<file path="config.mk">
export PLATFORM = sky130hd
export DESIGN_NAME = etapa_busqueda_if
export DESIGN_NICKNAME = d
export VERILOG_FILES = /design/src/rtl/etapa_busqueda_if.sv
export SDC_FILE = /design/constraint.sdc
export NUM_CORES = 1
export LEC_CHECK = 0
export ABC_AREA = 1
export CORE_UTILIZATION = 45
export CTS_CLUSTER_DIAMETER = 40
export DETAILED_ROUTE_END_ITERATION = 10
export GPL_TIMING_DRIVEN = 0
export PLACE_DENSITY = 0.71
export SYNTH_ARGS = -nofsm -noshare
export SYNTH_HDL_FRONTEND = slang
export SYNTH_SLANG_ARGS = --single-unit
</file>
<file path="constraint.sdc">
create_clock -name clk -period 9.6 [get_ports clk]
set_input_delay 1.44 -clock clk [delete_from_list [all_inputs] [get_ports clk]]
set_output_delay 1.44 -clock clk [all_outputs]
set_load 0.01 [all_outputs]
</file>
<file path="src/rtl/etapa_busqueda_if.sv">
// Instruction-fetch stage with IF/ID pipeline register and a one-entry skid buffer.
// Latency: a fetched word appears on instr one clock edge after the imem_valid cycle.
// Backpressure: stall holds the PC and IF/ID, and parks an in-flight word in the skid buffer (HOLD).
// Optional: define FETCH_PERF_CNT_EN to add the cnt_instr / cnt_stall performance counters.
module etapa_busqueda_if #(
    parameter logic [31:0] PC_RESET  = 32'h0000_0000,
    parameter logic [31:0] NOP_INSTR = 32'h0000_0013
) (
    input  logic        clk,
    input  logic        reset,
    input  logic        stall,
    input  logic        flush,
    input  logic        branch_taken,
    input  logic [31:0] branch_target,
    output logic [31:0] imem_addr,
    output logic        imem_req,
    input  logic [31:0] imem_rdata,
    input  logic        imem_valid,
    output logic [31:0] instr,
    output logic [31:0] pc_id,
    output logic        instr_valid,
    output logic [19:0] inmediato,
    output logic        ImnSrc
`ifdef FETCH_PERF_CNT_EN
    ,
    output logic [31:0] cnt_instr,
    output logic [31:0] cnt_stall
`endif
);

    typedef enum logic {FETCH = 1'b0, HOLD = 1'b1} state_t;

    localparam logic [6:0] OP_LUI   = 7'b0110111;
    localparam logic [6:0] OP_AUIPC = 7'b0010111;

    state_t      r_state;
    logic [31:0] r_pc;
    logic [31:0] r_instr;
    logic [31:0] r_pc_id;
    logic        r_instr_valid;
    logic [31:0] r_skid_dat;
    logic [31:0] r_skid_pc;

    logic        w_fetch_ok;
    logic        w_load_valid;
    logic [31:0] w_branch_pc;

    // Redirect address is forced word-aligned.
    assign w_branch_pc = branch_target & 32'hFFFF_FFFC;

    // A memory response only counts while we are requesting and nothing higher-priority intervenes.
    assign w_fetch_ok   = (r_state == FETCH) && imem_valid && !branch_taken && !flush;

    // IF/ID receives a real instruction this cycle (either straight from memory or from the skid buffer).
    assign w_load_valid = !branch_taken && !flush && !stall &&
                          ((r_state == HOLD) || ((r_state == FETCH) && imem_valid));

    // The request drops immediately on reset or redirect; the new address goes out next cycle.
    assign imem_req  = (r_state == FETCH) && !reset && !branch_taken;
    assign imem_addr = r_pc;

    assign instr       = r_instr;
    assign pc_id       = r_pc_id;
    assign instr_valid = r_instr_valid;

    // Immediate field and upper-immediate select feed the sign extender with no extra latency.
    assign inmediato = r_instr[31:12];
    assign ImnSrc    = r_instr_valid &&
                       ((r_instr[6:0] == OP_LUI) || (r_instr[6:0] == OP_AUIPC));

    // Fetch FSM, PC, skid buffer and IF/ID register; priority is branch > flush > stall > normal.
    always_ff @(posedge clk or posedge reset) begin
        if (reset) begin
            r_state       <= FETCH;
            r_pc          <= PC_RESET;
            r_instr       <= NOP_INSTR;
            r_pc_id       <= 32'h0000_0000;
            r_instr_valid <= 1'b0;
            r_skid_dat    <= NOP_INSTR;
            r_skid_pc     <= 32'h0000_0000;
        end else if (branch_taken) begin
            r_state       <= FETCH;
            r_pc          <= w_branch_pc;
            r_instr       <= NOP_INSTR;
            r_instr_valid <= 1'b0;
            r_skid_dat    <= NOP_INSTR;
        end else if (flush) begin
            r_instr       <= NOP_INSTR;
            r_instr_valid <= 1'b0;
            if (r_state == HOLD) begin
                // The parked word is dropped, so step the PC back to refetch it.
                r_state    <= FETCH;
                r_pc       <= r_pc - 32'd4;
                r_skid_dat <= NOP_INSTR;
            end
        end else begin
            case (r_state)
                FETCH: begin
                    if (w_fetch_ok) begin
                        r_pc <= r_pc + 32'd4;
                        if (stall) begin
                            r_skid_dat <= imem_rdata;
                            r_skid_pc  <= r_pc;
                            r_state    <= HOLD;
                        end else begin
                            r_instr       <= imem_rdata;
                            r_pc_id       <= r_pc;
                            r_instr_valid <= 1'b1;
                        end
                    end else if (!stall) begin
                        // Memory still busy: present a bubble downstream.
                        r_instr       <= NOP_INSTR;
                        r_instr_valid <= 1'b0;
                    end
                end
                HOLD: begin
                    if (!stall) begin
                        r_instr       <= r_skid_dat;
                        r_pc_id       <= r_skid_pc;
                        r_instr_valid <= 1'b1;
                        r_skid_dat    <= NOP_INSTR;
                        r_state       <= FETCH;
                    end
                end
                default: r_state <= FETCH;
            endcase
        end
    end

`ifdef FETCH_PERF_CNT_EN
    // Performance counters: valid IF/ID loads and stalled cycles, both free-running with wrap.
    always_ff @(posedge clk or posedge reset) begin
        if (reset) begin
            cnt_instr <= 32'h0000_0000;
            cnt_stall <= 32'h0000_0000;
        end else begin
            if (w_load_valid) cnt_instr <= cnt_instr + 32'd1;
            if (stall)        cnt_stall <= cnt_stall + 32'd1;
        end
    end
`endif

endmodule

</file>
==> results of run 1 <==
## per-stage QoR
step | util | power (uW)
floorplan | - | 1390
finish | 0.596 | 2430
global placement | 0.565 | 1730
CTS | 0.596 | 2440
detailed placement | 0.566 | 1740
global route | 0.596 | 2590
## metal layers
layer  GRT usage  share of wire
met5           0              0
met1       0.371           0.45
met2       0.456           0.47
met4      0.0800          0.022
met3      0.0487          0.055
## flip-flops by register name (all words and copies together) (netlist names)
| signal | cells |
|---|---|
| instr_valid | 1 |
| instr | 32 |
| pc_id | 30 |
| imem_addr | 30 |
| r_state | 1 |
| r_skid_dat | 32 |
| r_skid_pc | 30 |
## where the power goes
part	internal (uW)	switching [uW]	leakage, uW	total, uW
sequential	774	90.6	0.00201	865
combinational	369	504	0.00369	874
clock	396	294	0.000294	690
## cells in the mapped netlist, types with 4 or more instances
master / number
sky130_fd_sc_hd__nand2_1: 370
sky130_fd_sc_hd__inv_1: 171
sky130_fd_sc_hd__dfrtp_1: 150
sky130_fd_sc_hd__o21ai_0: 146
sky130_fd_sc_hd__nand3_1: 110
sky130_fd_sc_hd__nor2_1: 90
sky130_fd_sc_hd__a21oi_1: 48
sky130_fd_sc_hd__o21ai_1: 38
sky130_fd_sc_hd__clkbuf_1: 36
sky130_fd_sc_hd__buf_4: 29
sky130_fd_sc_hd__ha_1: 28
sky130_fd_sc_hd__buf_2: 8
sky130_fd_sc_hd__buf_6: 6
sky130_fd_sc_hd__dfstp_2: 6
sky130_fd_sc_hd__xor2_1: 6
sky130_fd_sc_hd__nand4_1: 5
sky130_fd_sc_hd__o22ai_1: 5
sky130_fd_sc_hd__xnor2_1: 5
sky130_fd_sc_hd__o211ai_1: 4
sky130_fd_sc_hd__o21bai_1: 4
## cells by family (layout without fill, tap and decap cells)
family / after synthesis / count (layout) / synth area share
other cells: 1 / 4 / 0.000406
buf+inv: 255 / 468 / 0.121
flops: 156 / 156 / 0.423
simple gates: 584 / 584 / 0.257
compound gates: 256 / 256 / 0.148
xor+xnor: 11 / 11 / 0.0104
fa+ha+maj: 29 / 29 / 0.0401
## worst max-delay path: stages
cell	delay, ns
sky130_fd_sc_hd__buf_6	0.13
sky130_fd_sc_hd__clkbuf_1	0.54
sky130_fd_sc_hd__nor3_1	0.10
sky130_fd_sc_hd__clkdlybuf4s50_1	0.51
## how the worst min path moves through the flow
stage | from | to | slack (ns) | cells past startpoint
finish | r_skid_pc[27] | r_skid_pc[27] | 0.48 | 2
global placement | r_skid_pc[29] | r_skid_pc[29] | 0.46 | 2
global route | r_skid_pc[13] | r_skid_pc[13] | 0.50 | 2
CTS | r_skid_pc[19] | r_skid_pc[19] | 0.48 | 2
floorplan | r_skid_pc[10] | r_skid_pc[10] | 0.45 | 2
detailed placement | r_skid_pc[8] | r_skid_pc[8] | 0.47 | 2
## cell type report
| cell class | count | area, um^2 | area share |
|---|---|---|---|
| buffer | 81 | 468 | 0.0389 |
| clock inverter | 14 | 159 | 0.0132 |
| tap | 270 | 338 | 0.0281 |
| multi-input combinational | 884 | 4220 | 0.351 |
| inverter | 174 | 661 | 0.0550 |
| sequential | 156 | 3910 | 0.325 |
| timing repair buffer | 181 | 1820 | 0.152 |
| clock buffer | 18 | 439 | 0.0365 |
==> results by stage, run 1 <==
Outcome:
- The flow ran to the end, and the final reports show no timing, DRC or antenna violations.

Cells and area:
- The number of nets at the end of the flow is 1594.
- The post-layout instance count excluding filler cells is 1778.
- Leaving out fill and tap cells, the most frequent cells in the layout are sky130_fd_sc_hd__nand2_1, sky130_fd_sc_hd__clkdlybuf4s50_1, sky130_fd_sc_hd__inv_1.
- Summing all non-filler instances in the final layout gives an area of 12000 um^2.
- The final antenna diode count is 0.
- The most frequent standard cell in the layout excluding fill and tap cells is sky130_fd_sc_hd__nand2_1.
- Of the cells placed in the final design, the portion with a size suffix greater than 1 is 0.0623.
- Counting the fill cells in the layout gives roughly 1.9k.
- The synthesis-to-layout area growth is 30.1%.

GRT:
- The number of global-route vias before repair is 8534.
- The first global-routing pass estimated 45.5 mm of wire.
- The initial antenna violation count was 0.
- The total routing resource utilization after global routing is 0.276.
- For this run the aggregate overflow at the end of global routing stands at 0.
- The maximum number of pins on one net before global-route repair is 95.

Power:
- Dividing total power by cell area gives a power density of 202 nW/um^2.
- The worst-case IR drop observed on VDD is 134 uV.
- The leakage power summed over all cells is roughly 0.006 uW.

Drt:
- The final routed wirelength across all metal layers is about 28 mm.
- Dividing the detail-routed via count by the number of cells gives 5.12.
- The initial detailed-routing violation count is roughly 480.
- In the routed design, unresolved DRC markers number 0.
- The detailed-routing iteration count for the pre-antenna-repair pass is 6.
- The wire length per cell after detailed routing is 15.9 um.
- The routed layout has a little over 9k vias.
- Once detail routing completed, the nets flagged for antenna violations numbered 0.

STA:
- Setup repair after global routing left no endpoint under its margin.
- Adding up every negative setup slack in the final design gives 0 ns.
- The hold violation count in the final report came to 0.
- On the final layout, the worst clock skew is approximately 0.010 ns.
- The setup-violating endpoint count in the final report is 0.
- The worst hold slack across all endpoints is between 0.4 and 0.5 ns.
- The max-slew violation count is 0.
- Counting I/O delays and the setup requirement, the final critical path takes 4.17 ns.
- For the pin with the worst max-slew slack, the measured transition is 0.900 ns.
- The portion of the clock cycle consumed by the worst path in the final layout is 0.434.
- The timing-limited maximum frequency is 240 MHz.
- The post-route worst setup slack is 5.43 ns.
- The worst slew margin relative to its limit is 0.400.

Clock tree:
- The number of gates given a new drive strength after cts is 0.
- After clock tree synthesis, the clock-pin slew on the worst setup and hold paths is 0.06 ns.
- The TritonCTS clock tree is yes.
- Clock tree synthesis selected as its root buffer the cell sky130_fd_sc_hd__clkbuf_16.
- The post-CTS setup buffer count is 0.
- The clock sink count is about 160.
- The H-tree generated during clock tree synthesis spans 4 levels.
- The quantity of hold-fixing buffers added after cts is 0.
- The total CTS buffers is 17.
- The longest clock path from root to sink contains 2 buffers.
- At the later pin of the worst-skew pair, clock insertion delay measures roughly 0.43 ns.

Synthesis:
- Summed over all instances, the cell type with the most area after synthesis is sky130_fd_sc_hd__dfrtp_1.
- Counting flops with a built-in enable in the synthesized netlist gives 0.
- A synthesized cell averages a little over 7 um^2.
- After synthesis, the cell types taking the most area are sky130_fd_sc_hd__dfrtp_1, sky130_fd_sc_hd__nand2_1, sky130_fd_sc_hd__o21ai_0.
- The share of the synthesized area in the top cell type is 0.406.
- Of the synthesized area, sequential elements account for 0.423.
- The number of standard cells after synthesis is 1292.
- The register bit count reported by yosys is 156.
- In the synthesized netlist the dominant register cell turns out to be sky130_fd_sc_hd__dfrtp_1.
- The synthesized netlist occupies a cell area of 9240 um^2.
- Synthesis instantiated 36 different standard cells from the library.
- The Yosys step of the flow raised 0 warnings.
- The proportion of synthesized flip-flops having asynchronous set or reset is 1.00.

Worst setup path:
- Along the worst path, the maximum fanout reaches 10.
- The startpoint type of the worst setup path is an input port.
- Measured in cells, the most critical reg-to-reg path has a length of 11.
- The critical path endpoint category is a primary output.
- The critical path is of the in -> out type.
- The worst register-to-register path ends at imem_addr[22].
- The source of the worst register-to-register timing path is imem_addr[2].
- In this run the worst setup path terminates at imem_req.
- The reg2reg setup slack is 7.44 ns.
- For the worst setup path, the data required time is roughly 8 ns.
- The worst endpoint data arrival time is about 2.7 ns.
- In this run the worst setup path begins at branch_taken.

Place:
- The count of buffers from port buffering is 180.
- In this run the cell area measured after placement is 11400 um^2.
- OpenSTA, run right after detailed placement, puts the worst setup slack at around 5.4 ns.
- After detailed placement, the design holds a cell count of 1746.
- The HPWL after detailed placement is 21.1 mm.
- The congestion estimate from routability-driven global placement came to approximately 0.91.

Floorplanning:
- The die is roughly 150 um wide.
- The floorplan die height is approximately 150 um.
- The floorplan has 52 rows.
- The floorplan step defined a core boundary enclosing 20200 um^2.
- The initial utilization of the core area, before any placement, comes to 0.458.
- The boundary pin count is 189.
- The die covers 21100 um^2.

Min path:
- In this run the worst hold path is classified as reg -> reg.

Job:
- Across the run, the number of max-cap violations was 0.
Note: power is estimated with default switching activity, not from simulation.
==> run 2: changes to the inputs <==
PLACE_DENSITY = 0.74   (was 0.71)
clock period = 3.55 ns   (was 9.6 ns; I/O delays follow)
==> run 2 against run 1 <==
  * Combinational power rose to 2.7 times the previous value
  * Worst hold slack lost 0.022 ns
  * Sequential share of layout area fell by 0.068 points
  * Critical path type is now reg -> out
  * Routed wire length is 2.1% higher
  * Largest cell class unchanged
  * Highest routed layer unchanged
==> results by stage, run 2 (synthesized netlist as in run 1, its figures left out) <==
Clock tree:
- The master cell of the clock root buffer is sky130_fd_sc_hd__clkbuf_16.
- The total CTS buffers came to 17 (unchanged).
- The quantity of hold-fixing buffers added after cts is 0 (unchanged).
- The clock-pin transition on the worst setup and hold timing paths is 0.07 ns (about the same).
- The post-CTS setup buffer count is 0 (unchanged).
- The later-pin clock latency in the skew report came to 0.43 ns (about the same).
- The TritonCTS clock tree is yes.
- The number of gates given a new drive strength after cts is 0 (unchanged).
- The number of levels the H-tree was split into was 4 (unchanged).
- The maximum count of clock buffers along a single path is 2 (unchanged).
- The clock sink count is 156 (unchanged).

STA:
- The slew of the pin with the lowest slew margin is 0.908 ns (+0.00843 ns).
- The time the worst path needs with I/O delays and setup is 2.59 ns.
- In the finished design, the share of the clock period the worst path needs comes to 0.731.
- The timing-limited maximum frequency is 385 MHz.
- The hold violation count in the final report is 0 (unchanged).
- The worst setup skew after layout came to 0.0123 ns (+0.00200 ns).
- The setup-violating endpoint count in the final report was 0 (unchanged).
- The post-route worst setup slack is 0.956 ns (-4.48 ns).
- The worst slew margin relative to its limit was 0.394 (-0.00562).
- Setup repair after global routing left no endpoint under its margin.
- The max-slew violation count came to 0 (unchanged).

Floorplanning:
- The area of the core region was 20200 um^2 (unchanged).
- The horizontal extent of the die came to 145 um (unchanged).
- The boundary pin count is 189 (unchanged).
- The floorplan die height is 145 um (unchanged).
- The starting density of the core is 0.458 (unchanged).
- The die outline area came to 21100 um^2 (unchanged).
- The number of cell rows is 52 (unchanged).

Power:
- The power per standard cell area is 543 nW/um^2 (+170%).
- The leakage power summed over all cells is 0.00600 uW (about the same).
- The total power was 6550 uW (+170%).
- The highest ir drop seen on vdd is 384 uV (+190%).

Min path:
- The worst hold path belongs to the class in -> reg.
- The cell depth of the worst min-delay path came to 4 (+2).
- The startpoint of the most critical hold path is branch_taken.
- The worst hold path terminates at imem_addr[7].

Cells and area:
- The sequential cell area is 3910 um^2 (unchanged).
- In the layout the commonest cells are sky130_fd_sc_hd__nand2_1, sky130_fd_sc_hd__clkdlybuf4s50_1, sky130_fd_sc_hd__inv_1.
- The library cell used most frequently in the layout, excluding fill and tap cells, is sky130_fd_sc_hd__nand2_1.
- The finished layout cell area was 12000 um^2 (+0.21%).
- The final antenna diode count is 0 (unchanged).
- The footprint of the multi-input gates is 4220 um^2 (unchanged).
- The filler cell count in the final layout came to 1908 (-0.63%).
- The number of nets at the end of the flow came to 1597 (+0.19%).
- From synthesis to final layout, the design area changed by 30.3%.
- The fraction of final layout cells sized beyond drive strength 1 was 0.0635 (+0.00120).

GRT:
- The initial antenna violation count came to 0 (unchanged).
- The total routing resource utilization after global routing is 0.278 (+0.00241).
- The number of global-route vias before repair came to 8711 (+2.1%).
- The first-pass GRT wire length is 45.7 mm (+0.49%).
- The maximum number of pins on one net before global-route repair came to 43 (-55%).
- The global-route congestion overflow total is 0 (unchanged).

Outcome:
- The run finished with clean final reports.

Worst setup path:
- The critical path is of the reg -> out type.
- The end of the worst register-to-register path is imem_addr[30].
- The worst endpoint data arrival time is 2.06 ns (-0.67 ns).
- The length in cells of the worst reg-to-reg path is 11 (unchanged).
- The reg2reg setup slack is 1.39 ns (-6.05 ns).
- The startpoint type of the worst setup path is a flop.
- The critical path data required time is 3.02 ns (-5.14 ns).
- The biggest fanout along the worst timing path is 10 (unchanged).
- The critical path endpoint category is a primary output.
- In this run the critical register-to-register path is launched from imem_addr[2].

Place:
- The HPWL after detailed placement is 21.6 mm (+2.7%).
- The pre-CTS worst setup slack was 0.582 ns (-4.85 ns).
- The instance area after placement came to 11500 um^2 (+0.43%).
- The count of buffers from port buffering was 180 (unchanged).
- The global placement routability congestion is 0.925 (+2.1%).

Drt:
- The wire length per cell after detailed routing is 16.2 um (+1.9%).
- The detailed-routing iteration count for the pre-antenna-repair pass came to 6 (unchanged).
- The post-route DRC violation count came to 0 (unchanged).
- The initial detailed-routing violation count came to 470 (-1.7%).
- The number of vias per cell is 5.15 (+0.61%).
- The final antenna-violating net count is 0 (unchanged).
- The via count was 9175 (+0.78%).
- The final routed wirelength across all metal layers is 28.9 mm (+2.1%).

Job:
- The max-cap check violation count came to 0 (unchanged).
==> run 2: cell count changes in the layout (fill, tap and decap cells not counted) <==
cell / delta
sky130_fd_sc_hd__buf_12: +4
sky130_fd_sc_hd__clkinv_2: -1
sky130_fd_sc_hd__clkinvlp_4: +2
sky130_fd_sc_hd__bufinv_16: -1
sky130_fd_sc_hd__buf_16: -1
sky130_fd_sc_hd__clkbuf_1: +1
sky130_fd_sc_hd__inv_8: -1
==> run 2: how the worst max path moves through the flow <==
| stage | from | cells past startpoint | slack, ns | endpoint |
|---|---|---|---|---|
| after CTS | r_state | 4 | 0.94 | imem_req |
| after global routing | flush | 12 | 0.83 | imem_addr[20] |
| after floorplan | reset | 1 | 1.05 | imem_addr[10] |
| final | r_state | 4 | 0.96 | imem_req |
| after global placement | flush | 12 | -0.45 | imem_addr[20] |
| after detailed placement | flush | 12 | 0.58 | imem_addr[20] |
==> run 2: per-stage QoR <==
stage / util / hold slack, ns / instances / TNS [ns]
final: 0.597 / 0.458 / 1781 / 0
after global routing: 0.597 / 0.480 / 1781 / 0
after CTS: 0.597 / 0.457 / 1781 / 0
after detailed placement: 0.569 / 0.468 / 1749 / 0
after global placement: 0.565 / 0.461 / 1745 / -71.94
after floorplan: - / 0.448 / 1295 / 0
==> run 2: critical path, cell delays in order, from the launching register on <==
cell and delay [ns]:
sky130_fd_sc_hd__dfrtp_1 0.37, sky130_fd_sc_hd__buf_6 0.14, sky130_fd_sc_hd__clkbuf_1 0.28, sky130_fd_sc_hd__nor3_1 0.27, sky130_fd_sc_hd__clkdlybuf4s50_1 0.57
==> run 2: layout make-up <==
| cell class | instances | share of cell area |
|---|---|---|
| repair buffers | 184 | 0.156 |
| flip-flops and latches | 156 | 0.325 |
| clock inverters | 13 | 0.0109 |
| multi-input cells | 884 | 0.350 |
| well taps | 270 | 0.0280 |
| clock buffers | 19 | 0.0368 |
| inverters | 174 | 0.0545 |
| plain buffers | 81 | 0.0388 |
==> run 2: where the power goes <==
group | leakage [uW] | total [uW] | switching, uW | internal [uW]
combinational | 0.00371 | 2390 | 1380 | 1010
clock | 0.000277 | 1810 | 809 | 1000
sequential | 0.00201 | 2350 | 253 | 2090
==> run 2: metal layers <==
metal	up-vias	part of all wire	GRT usage	routed length (um)
li1	4523	-	-	-
met1	4275	0.44	0.372	12700
met2	341	0.48	0.467	13900
met3	36	0.063	0.0387	1820
met4	0	0.016	0.0895	468
met5	-	0	0	0
